**src/rtl/period_meas_scheduler.sv**
```systemverilog
// period_meas_scheduler
// Round-robin front end that shares one period counter between N_CH channels.
// A winning channel is steered onto the counter input, given one settle cycle,
// launched with a one-cycle start pulse, and receives its 10-bit period result
// together with a one-cycle ack after the counter reports completion.
//
// Optional build macro PSCHED_SCAN_EN: adds scan_en/scan_tick so that an idle
// scheduler sweeps the channels by itself; real requests always take priority.
//
// Handshake (req/ack): req is a level held by the requester until it sees its
// ack bit; req is sampled only while IDLE; ack is a single-cycle pulse on the
// served bit and result/res_ch are valid in that cycle and held afterwards.
// Counter side: pc_start is issued only when pc_ready was seen high in IDLE,
// and pc_prd is taken only in the cycle pc_done_tick is high.
module period_meas_scheduler #(
    parameter int N_CH = 4,
    parameter int CH_W = 2
) (
    input  logic            clk,
    input  logic            reset,
    input  logic [N_CH-1:0] req,
    input  logic [N_CH-1:0] si_ch,
    output logic [N_CH-1:0] ack,
    output logic [9:0]      result,
    output logic [CH_W-1:0] res_ch,
    output logic            busy,
    output logic            pc_si,
    output logic            pc_start,
    input  logic            pc_ready,
    input  logic            pc_done_tick,
    input  logic [9:0]      pc_prd,
`ifdef PSCHED_SCAN_EN
    input  logic            scan_en,
    output logic            scan_tick,
`endif
    output logic [2:0]      dbg_state,
    output logic [CH_W-1:0] dbg_rr_ptr
);

    // Elaboration-time guard on the channel configuration.
    if (N_CH < 2 || N_CH > 8 || (1 << CH_W) < N_CH) begin : g_bad_cfg
        $error("period_meas_scheduler: unsupported N_CH/CH_W combination");
    end

    typedef enum logic [2:0] {
        ST_IDLE   = 3'd0,
        ST_SETTLE = 3'd1,
        ST_LAUNCH = 3'd2,
        ST_MEAS   = 3'd3,
        ST_RESP   = 3'd4
    } state_t;

    state_t          state_q, state_d;
    logic [CH_W-1:0] sel_q, sel_d;
    logic [CH_W-1:0] rr_ptr_q, rr_ptr_d;
    logic [9:0]      result_q, result_d;
    logic [CH_W-1:0] res_ch_q, res_ch_d;
    logic            scan_q, scan_d;

    logic [CH_W-1:0] rr_pick;
    logic            rr_found;
    logic [CH_W-1:0] rr_next;
    logic            scan_req;

    // Channel index base+off reduced modulo N_CH (off is always < N_CH).
    function automatic logic [CH_W-1:0] wrap_add(input logic [CH_W-1:0] base,
                                                 input int off);
        int s;
        s = int'(base) + off;
        if (s >= N_CH) s = s - N_CH;
        return CH_W'(s);
    endfunction

`ifdef PSCHED_SCAN_EN
    assign scan_req = scan_en;
`else
    assign scan_req = 1'b0;
`endif

    // Round-robin search: first requester at or after rr_ptr, wrapping upward.
    always_comb begin
        rr_found = 1'b0;
        rr_pick  = rr_ptr_q;
        for (int i = 0; i < N_CH; i++) begin
            if (!rr_found && req[wrap_add(rr_ptr_q, i)]) begin
                rr_found = 1'b1;
                rr_pick  = wrap_add(rr_ptr_q, i);
            end
        end
    end

    // Pointer after serving sel: one past it, wrapping at the last channel.
    always_comb begin
        rr_next = (sel_q == CH_W'(N_CH - 1)) ? '0 : sel_q + CH_W'(1);
    end

    // Next-state and output decode; every output defaults to its idle value.
    always_comb begin
        state_d   = state_q;
        sel_d     = sel_q;
        rr_ptr_d  = rr_ptr_q;
        result_d  = result_q;
        res_ch_d  = res_ch_q;
        scan_d    = scan_q;
        pc_start  = 1'b0;
        ack       = '0;
`ifdef PSCHED_SCAN_EN
        scan_tick = 1'b0;
`endif
        case (state_q)
            ST_IDLE: begin
                // A busy counter blocks both real requests and scans.
                if (pc_ready) begin
                    if (rr_found) begin
                        sel_d   = rr_pick;
                        scan_d  = 1'b0;
                        state_d = ST_SETTLE;
                    end else if (scan_req) begin
                        sel_d   = rr_ptr_q;
                        scan_d  = 1'b1;
                        state_d = ST_SETTLE;
                    end
                end
            end
            ST_SETTLE: begin
                // New channel is already on pc_si; let the counter's edge
                // detector see it for a cycle before it is armed.
                state_d = ST_LAUNCH;
            end
            ST_LAUNCH: begin
                pc_start = 1'b1;
                state_d  = ST_MEAS;
            end
            ST_MEAS: begin
                // No timeout: a silent channel keeps the scheduler here.
                if (pc_done_tick) begin
                    result_d = pc_prd;
                    res_ch_d = sel_q;
                    state_d  = ST_RESP;
                end
            end
            ST_RESP: begin
                if (scan_q) begin
`ifdef PSCHED_SCAN_EN
                    scan_tick = 1'b1;
`endif
                end else begin
                    ack[sel_q] = 1'b1;
                end
                rr_ptr_d = rr_next;
                state_d  = ST_IDLE;
            end
            default: begin
                state_d = ST_IDLE;
            end
        endcase
    end

    // State and datapath registers; reset aborts any measurement in flight.
    always_ff @(posedge clk or posedge reset) begin
        if (reset) begin
            state_q  <= ST_IDLE;
            sel_q    <= '0;
            rr_ptr_q <= '0;
            result_q <= '0;
            res_ch_q <= '0;
            scan_q   <= 1'b0;
        end else begin
            state_q  <= state_d;
            sel_q    <= sel_d;
            rr_ptr_q <= rr_ptr_d;
            result_q <= result_d;
            res_ch_q <= res_ch_d;
            scan_q   <= scan_d;
        end
    end

    // Steering mux and status outputs, all from registered state.
    always_comb begin
        pc_si      = si_ch[sel_q];
        busy       = (state_q != ST_IDLE);
        result     = result_q;
        res_ch     = res_ch_q;
        dbg_state  = state_q;
        dbg_rr_ptr = rr_ptr_q;
    end

endmodule

```
**config.mk**
```make
export PLATFORM = sky130hd
export DESIGN_NAME = period_meas_scheduler
export DESIGN_NICKNAME = d
export VERILOG_FILES = /design/src/rtl/period_meas_scheduler.sv
export SDC_FILE = /design/constraint.sdc
export NUM_CORES = 1
export LEC_CHECK = 0
export BUFFER_PORTS_ARGS = -buffer_cell sky130_fd_sc_hd__buf_2
export CAP_MARGIN = 20
export CORE_AREA = 5 5 59 50
export CTS_BUF_LIST = sky130_fd_sc_hd__clkbuf_8
export DETAILED_ROUTE_END_ITERATION = 8
export DIE_AREA = 0 0 64 55
export GPL_ROUTABILITY_DRIVEN = 0
export MAX_ROUTING_LAYER = met4
export PLACE_DENSITY = 0.74
export SETUP_SLACK_MARGIN = 0.1
export SLEW_MARGIN = 20
export SYNTH_ARGS = -nofsm -noshare
export SYNTH_HDL_FRONTEND = slang
export SYNTH_SLANG_ARGS = --single-unit
```
**constraint.sdc**
```tcl
create_clock -name clk -period 1.8 [get_ports clk]
set_input_delay 0 -clock clk [delete_from_list [all_inputs] [get_ports clk]]
set_output_delay 0 -clock clk [all_outputs]
set_load 0.01 [all_outputs]
```
# --- After elaboration in Yosys (flattened, before gate mapping) ---
# Cells that the tools add are included.
# Widths: inputs -> output; s select.
totals:
  register_bits: 19
classes:
  n_addsub: 8
  order_cmp: 10
  eq_ne: 8
  n_mux: 31
  n_reduce_logical: 12
op_table:
  columns: ["cell", "count"]
  rows:
  - ["$mux 2", 9]
  - ["$lt 2x3->1 const B", 5]
  - ["$pmux 3 s4", 1]
  - ["$mux 1", 11]
  - ["$bmux 1 s2", 5]
  - ["$ge 3x3->1 const B", 3]
  - ["$mux 3", 3]
  - ["$sub 2x1->2 const B", 4]
  - ["$add 2x2->3 const B", 2]
  - ["$eq 3x2->1 const B", 2]
  - ["$ne 2x2->1 const B", 3]
  - ["$reduce_and 3->1", 2]
  - ["$logic_and 1x1->1", 4]
  - ["$mux 4", 1]
  - ["$add 2x1->3 const B", 1]
  - ["$eq 3x1->1 const B", 1]
  - ["$eq 3x3->1 const B", 1]
  - ["$ge 2x3->1 const B", 1]
  - ["$logic_not 1->1", 3]
  - ["$logic_not 3->1", 1]
  - ["$reduce_bool 3->1", 1]
  - ["$add 2x1->2 const B", 1]
  - ["$demux 1 s2", 1]
  - ["$eq 2x2->1 const B", 1]
  - ["2 further kinds", 2]

# --- Logic depth before layout (Yosys ltp) ---
# Gate-level depths: netlist of the first run.
logic_depth:
  depth_word: 17
  mapped_depth: 6

# --- Worst setup path before layout of the first run ---
# No wires, ideal clock.
synth_path:
  kind: "register to register"
  from: "reg state_q[1], in the netlist dbg_state[1]"
  to: "reg result_q[2], in the netlist result[2]"
  setup_time_ps: 125
  t_arrival_ps: 1287
  required_ps: 1675
  path_slack_ps: 388
  stages_incl_launch_ff: 6
  period_less_slack_ps: 1412
  path_cell_list: "dfrtp_1 -> and3_1 -> nand2b_1 -> buf_2 -> buf_6 -> mux2_4"
synth_via:
  elab_chain_cells: 2
synth_lines:
  columns: ["item", "line", "source"]
  rows:
  - ["from (decl)", "53", "state_t state_q, state_d;"]
  - ["from (signal assigned)", "169", "state_q <= state_d;"]
  - ["$eq 3x2->1", "110", "case (state_q)"]
  - ["$reduce_and 2->1 (no line)", null, null]
  - ["to (signal assigned)", "172", "result_q <= result_d;"]
  - ["to (decl)", "56", "logic [9:0] result_q, result_d;"]
# No other way between the ends.
# A chain may end at the register's enable or synchronous reset.

# --- Worst setup path after layout of the first run ---
layout_path:
  from: "reg state_q[1], in the netlist dbg_state[1]"
  to: "reg result_q[1], in the netlist result[1]"
# Same word-level chain as after synthesis.

==> results of run 1 <==
critical path: cells and delay by family (launching register included):
family / cells / cell delay (ps)
buffers and inverters: 1 / 230
flip-flops: 1 / 440
multiplexers: 1 / 350
AND/OR/NAND/NOR: 2 / 270
cell usage after synthesis:
library cell  count
dfrtp_1          19
a21oi_1           3
nor2_1            2
buf_2             1
nand4b_4          1
o31ai_1           1
nor2b_1           2
o21ai_1           2
mux2_1            5
inv_1             5
a211oi_1          1
and3_1            5
o32ai_1           1
mux4_2            1
o21ai_0           4
nand2b_1          2
or4_4             1
nand2b_2          1
nand2_1           6
buf_6             1
mux2_2            1
o221ai_1          1
or3_1             1
mux2_4            5
clkbuf_2          1
nor3_1            2
ha_1              4
nor2_2            1
a2bb2oi_2         1
final cells by class:
| type | count | area (um^2) | share of cell area |
|---|---|---|---|
| clock buffer | 3 | 41.3 | 0.0298 |
| clock inverter | 1 | 5.00 | 0.00361 |
| inverter | 5 | 18.8 | 0.0135 |
| multi-input combinational | 54 | 460 | 0.332 |
| sequential | 19 | 475 | 0.343 |
| tap | 27 | 33.8 | 0.0243 |
| timing repair buffer | 58 | 353 | 0.254 |
sequential cells by signal, summed over array words and instances (netlist names):
| name | flops |
|---|---|
| res_ch | 2 |
| dbg_state | 3 |
| sel_q | 2 |
| result | 10 |
| dbg_rr_ptr | 2 |
metal layers:
metal	track usage	vias up	wire (um)
met2	0.241	26	1280
met5	-	-	0
met4	0.0208	0	20
met1	0.159	397	961
li1	-	405	-
met3	0.0485	2	137
how the worst min path moves through the flow:
stage                     slack [ps]            end  startpoint
after detailed placement         150   dbg_state[0]       reset
after CTS                         60       sel_q[1]    pc_ready
final                             70       sel_q[1]    pc_ready
after global placement           140   dbg_state[0]       reset
after floorplan                  -50  dbg_rr_ptr[0]       reset
after global routing              70       sel_q[1]    pc_ready
metrics by stage:
stage	util	area [um^2]	hold WS [ps]	worst slack (ps)
2_1_floorplan	-	976	-48.9	388
3_3_place_gp	0.521	1220	139	457
3_5_place_dp	0.521	1220	152	397
4_1_cts	0.592	1390	63.5	383
5_1_grt	0.592	1390	73.9	321
6_report	0.592	1390	67.0	395
cells by family (layout without fill, tap and decap cells):
group	count (synthesis)	after routing	share of synthesized area
and+or+nand+nor	24	24	0.156
buffers and inverters	8	67	0.0410
muxes	12	12	0.169
adders and majority gates	4	4	0.0513
AOI/OAI and AO/OA	14	14	0.0949
DFF	19	19	0.487
where the power goes:
part	switching, mW	internal (mW)	leakage (nW)
clock	0.136	0.154	0.0255
sequential	0.184	0.638	0.228
combinational	0.452	0.483	0.472
total	0.772	1.27	0.726
timing repair:
item / CTS / global route
setup buffers: 0 / 0
hold endpoints to repair: 30 / 0
hold buffers: 12 / 0
==> results.sh, run 1 <==
export IMPL_hold_viol=0
export IMPL_cp_required_ps=1940
export IMPL_yosys_area_top_type="dfrtp_1"
export IMPL_final_common_cell="buf_2"
export IMPL_reg2reg_slack_ps=390
export IMPL_p_leak_nw=0.726
export IMPL_reg2reg_from="dbg_state[1]"
export IMPL_maxCapViolations=0
export IMPL_port_buffer_count=45
export IMPL_slowest_stage="dfrtp_1"
export IMPL_grt_overflow_total=0
export IMPL_grt_pass1_vias=797
export IMPL_wire_per_inst_um=14.4
export IMPL_die_w_um=64
export IMPL_synth_top_area_frac=0.487
export IMPL_htreeDepth=1
export IMPL_power_density_nw_per_um2=1470
export IMPL_clock_path_buffers=2
export IMPL_drive_gt1_frac=0.443
export IMPL_crit_chain="and3_1, nand2b_1, buf_4, mux2_1"
export IMPL_cts_repair_resized=0
export IMPL_clk_pin_slew_ps=70
export IMPL_dp_cells=151
export IMPL_avgSynthCellArea_um2=12.0
export IMPL_numCtsBuffers=3
export IMPL_hpwl_um=1760
export IMPL_chipHeight_um=55
export IMPL_grt_use_total=0.138
export IMPL_first_pass_iters=2
export IMPL_cp_start_kind="flop"
export IMPL_timing_rr_end="result[1]"
export IMPL_cp_max_fo=15
export IMPL_antenna_found_initial=0
export IMPL_fmax_ghz=0.712
export IMPL_period_minus_slack_ps=1410
export IMPL_num_vias=830
export IMPL_crit_path_end_kind="flop"
export IMPL_synth_seq_cells=19
export IMPL_fp_row_count=16
export IMPL_status="completed"
export IMPL_num_antenna_cells=0
export IMPL_drv_slew=0
export IMPL_power_mw=2.05
export IMPL_wl_um=2400
export IMPL_synth_cell_type_count=29
export IMPL_worstMarginPinSlew_ps=714
export IMPL_rr_worst_depth=4
export IMPL_cp_endpoint="result[1]"
export IMPL_coreArea_um2=2340
export IMPL_hp_class="in -> reg"
export IMPL_cts_sinks=19
export IMPL_fin_cells=167
export IMPL_critPathMaxStageDelay_ps=440
export IMPL_synth_nets=107
export IMPL_clk_latency_ps=250
export IMPL_peakVddDrop_uv=1170
export IMPL_fin_crit_sh=0.781
export IMPL_start_util=0.417
export IMPL_layout_nets=167
export IMPL_fin_tns_setup_ps=0
export IMPL_ant_nets=0
export IMPL_dieArea_um2=3520
export IMPL_cp_arrival_ps=1540
export IMPL_crit_start="dbg_state[1]"
export IMPL_drt_vias_per_instance=4.97
export IMPL_grt_max_degree=20
export IMPL_drtIter0Drc=35
export IMPL_ios=46
export IMPL_setup_violations=0
export IMPL_yosys_warnings=0
export IMPL_drc=0
export IMPL_syn_area_um2=976
export IMPL_n_fill_cell=190
export IMPL_rsz0062_at_grt="no"
export IMPL_clock_skew_ps=2.45
export IMPL_slew_limit_headroom=0.524
export IMPL_critPathKind="reg -> reg"
export IMPL_hold_depth=3
export IMPL_cts_root_buf="clkbuf_8"
export IMPL_cts_tree="built"
export IMPL_final_cell_mix="45 x buf_2, 19 x dfrtp_1, 12 x dlygate4sd3_1, 6 x nand2_1"
export IMPL_synthCells=81
export IMPL_grt_pass1_wl_um=3660
export IMPL_synth_area_top_cells="dfrtp_1 49%, mux2_4 7.7%, mux2_1 5.8%"
export IMPL_syn_to_final_growth_pct=42.2
export IMPL_seq_area_frac_synth=0.487
Note: power is estimated with default switching activity, not from simulation.
==> run 2, diff against run 1 <==
Clock period 1.8 ns to 1.4 ns, I/O delays scaled along.
==> run 2 against run 1 <==
Compared with the run above: final cell count grew 7.2%; critical path depth is 2 lower; clock skew grew 3.5 ps; power up 51%; count of clock-buffer cells in the layout unchanged; die area did not move; sequential share of layout area is 4.1 points lower; utilization grew 8.7 points; combinational power grew 75%; sequential power increased by 31%; critical path type is now reg -> out; clock power is 29% higher; sequential cell count stayed put.
==> results.sh, run 2 (synthesized netlist as in run 1, its figures left out) <==
export IMPL_utilization=0.679
export IMPL_hpwl_um=1840
export IMPL_grt_use_total=0.157
export IMPL_num_vias=890
export IMPL_clk_latency_ps=260
export IMPL_setup_ws_ps=48.5
export IMPL_wire_per_inst_um=14.6
export IMPL_drtIter0Drc=5
export IMPL_critPathMaxStageDelay_ps=530
export IMPL_cp_arrival_ps=1350
export IMPL_setup_violations=0
export IMPL_period_minus_slack_ps=1350
export IMPL_maxCapViolations=0
export IMPL_wl_um=2620
export IMPL_first_pass_iters=6
export IMPL_hold_viol=0
export IMPL_power_density_nw_per_um2=1930
export IMPL_place_ws_ps=81.4
export IMPL_cp_max_fo=6
export IMPL_grt_pass1_vias=888
export IMPL_hp_class="in -> reg"
export IMPL_clock_path_buffers=2
export IMPL_postPlaceCellArea_um2=1240
export IMPL_die_w_um=64
export IMPL_final_common_cell="buf_2"
export IMPL_antenna_found_initial=0
export IMPL_cts_sinks=19
export IMPL_fin_crit_sh=0.965
export IMPL_slew_limit_headroom=0.522
export IMPL_start_util=0.417
export IMPL_numCtsBuffers=3
export IMPL_clock_skew_ps=5.97
export IMPL_drt_vias_per_instance=4.97
export IMPL_peakVddDrop_uv=1480
export IMPL_cts_tree="built"
export IMPL_num_antenna_cells=0
export IMPL_grt_max_degree=20
export IMPL_ios=46
export IMPL_rsz0062_at_grt="yes"
export IMPL_worstMarginPinSlew_ps=716
export IMPL_fp_row_count=16
export IMPL_dp_cells=153
export IMPL_slowest_stage="mux4_2"
export IMPL_grt_pass1_wl_um=3970
export IMPL_design_area_um2=1590
export IMPL_syn_to_final_growth_pct=63.1
export IMPL_drc=0
export IMPL_crit_chain="mux4_2, buf_6"
export IMPL_layout_nets=179
export IMPL_largest_reg_flops=10
export IMPL_drv_slew=0
export IMPL_crit_path_end_kind="output pin"
export IMPL_drive_gt1_frac=0.592
export IMPL_port_buffer_count=45
export IMPL_htreeDepth=1
export IMPL_n_fill_cell=188
export IMPL_status="completed"
export IMPL_cts_root_buf="clkbuf_8"
export IMPL_grt_overflow_total=0
export IMPL_fin_tns_setup_ps=0
export IMPL_p_leak_nw=0.816
export IMPL_chipHeight_um=55
export IMPL_ant_nets=0
export IMPL_critPathKind="reg -> out"
export IMPL_clk_pin_slew_ps=60
export IMPL_cp_required_ps=1400
export IMPL_dieArea_um2=3520
export IMPL_fin_cells=179
export IMPL_cp_start_kind="flop"
export IMPL_final_cell_mix="41 x buf_2, 15 x dfrtp_1, 12 x dlygate4sd3_1, 10 x mux2_4, 10 x buf_6"
export IMPL_coreArea_um2=2340
export IMPL_fmax_ghz=0.740
==> run 2: final cells by class <==
| type | instances | area (um^2) | share of cell area |
|---|---|---|---|
| Tap cell | 27 | 33.8 | 0.0212 |
| Multi-Input combinational cell | 54 | 522 | 0.328 |
| Clock buffer | 3 | 41.3 | 0.0259 |
| Timing Repair Buffer | 70 | 490 | 0.308 |
| Sequential cell | 19 | 480 | 0.302 |
| Inverter | 5 | 18.8 | 0.0118 |
| Clock inverter | 1 | 5.00 | 0.00314 |
==> run 2: what timing repair did <==
action	in CTS	in global routing
hold buffers	12	0
resized for setup	6	19
setup endpoints to repair	11	15
gates cloned	1	0
buffers inserted	3	6
pin swaps	1	6
endpoints found under the hold margin	30	0
==> run 2: where the power goes <==
| group | internal (mW) | total [mW] | switching [mW] |
|---|---|---|---|
| registers | 0.831 | 1.08 | 0.248 |
| logic | 0.940 | 1.63 | 0.686 |
| clock network | 0.198 | 0.373 | 0.176 |
| total | 1.97 | 3.08 | 1.11 |
==> run 2: per-layer routing <==
metal / global-route usage / vias to the layer above / wire length (um) / part of all wire
met4: 0.0519 / 0 / 19 / 0.0073
li1: - / 429 / - / -
met2: 0.289 / 45 / 1350 / 0.52
met5: - / - / 0 / 0
met1: 0.155 / 414 / 1060 / 0.41
met3: 0.0606 / 2 / 181 / 0.069
==> run 2: per-stage QoR <==
stage	hold WS (ps)	power (mW)
floorplan	-49.0	1.83
global placement	134	2.25
detailed placement	164	2.30
CTS	45.3	2.84
global route	69.5	3.30
finish	65.6	3.08
==> run 2: worst max-delay path: cells and delay by family, from the launching register on <==
kind	cells	cell delay [ps]
buffers and inverters	1	140
flip-flops	1	430
multiplexers	1	530
==> run 2: path summary, 6_finish.rpt <==
check	slack (ps)	to	depth (start not counted)	startpoint
max	50	pc_si	2	sel_q[0]
min	70	sel_q[1]	3	pc_ready
max reg2reg	100	result[3]	4	dbg_state[0]
min reg2reg	510	result[4]	1	result[4]
max in group asynchronous	490	sel_q[0]	3	reset
min in group asynchronous	400	result[1]	3	reset
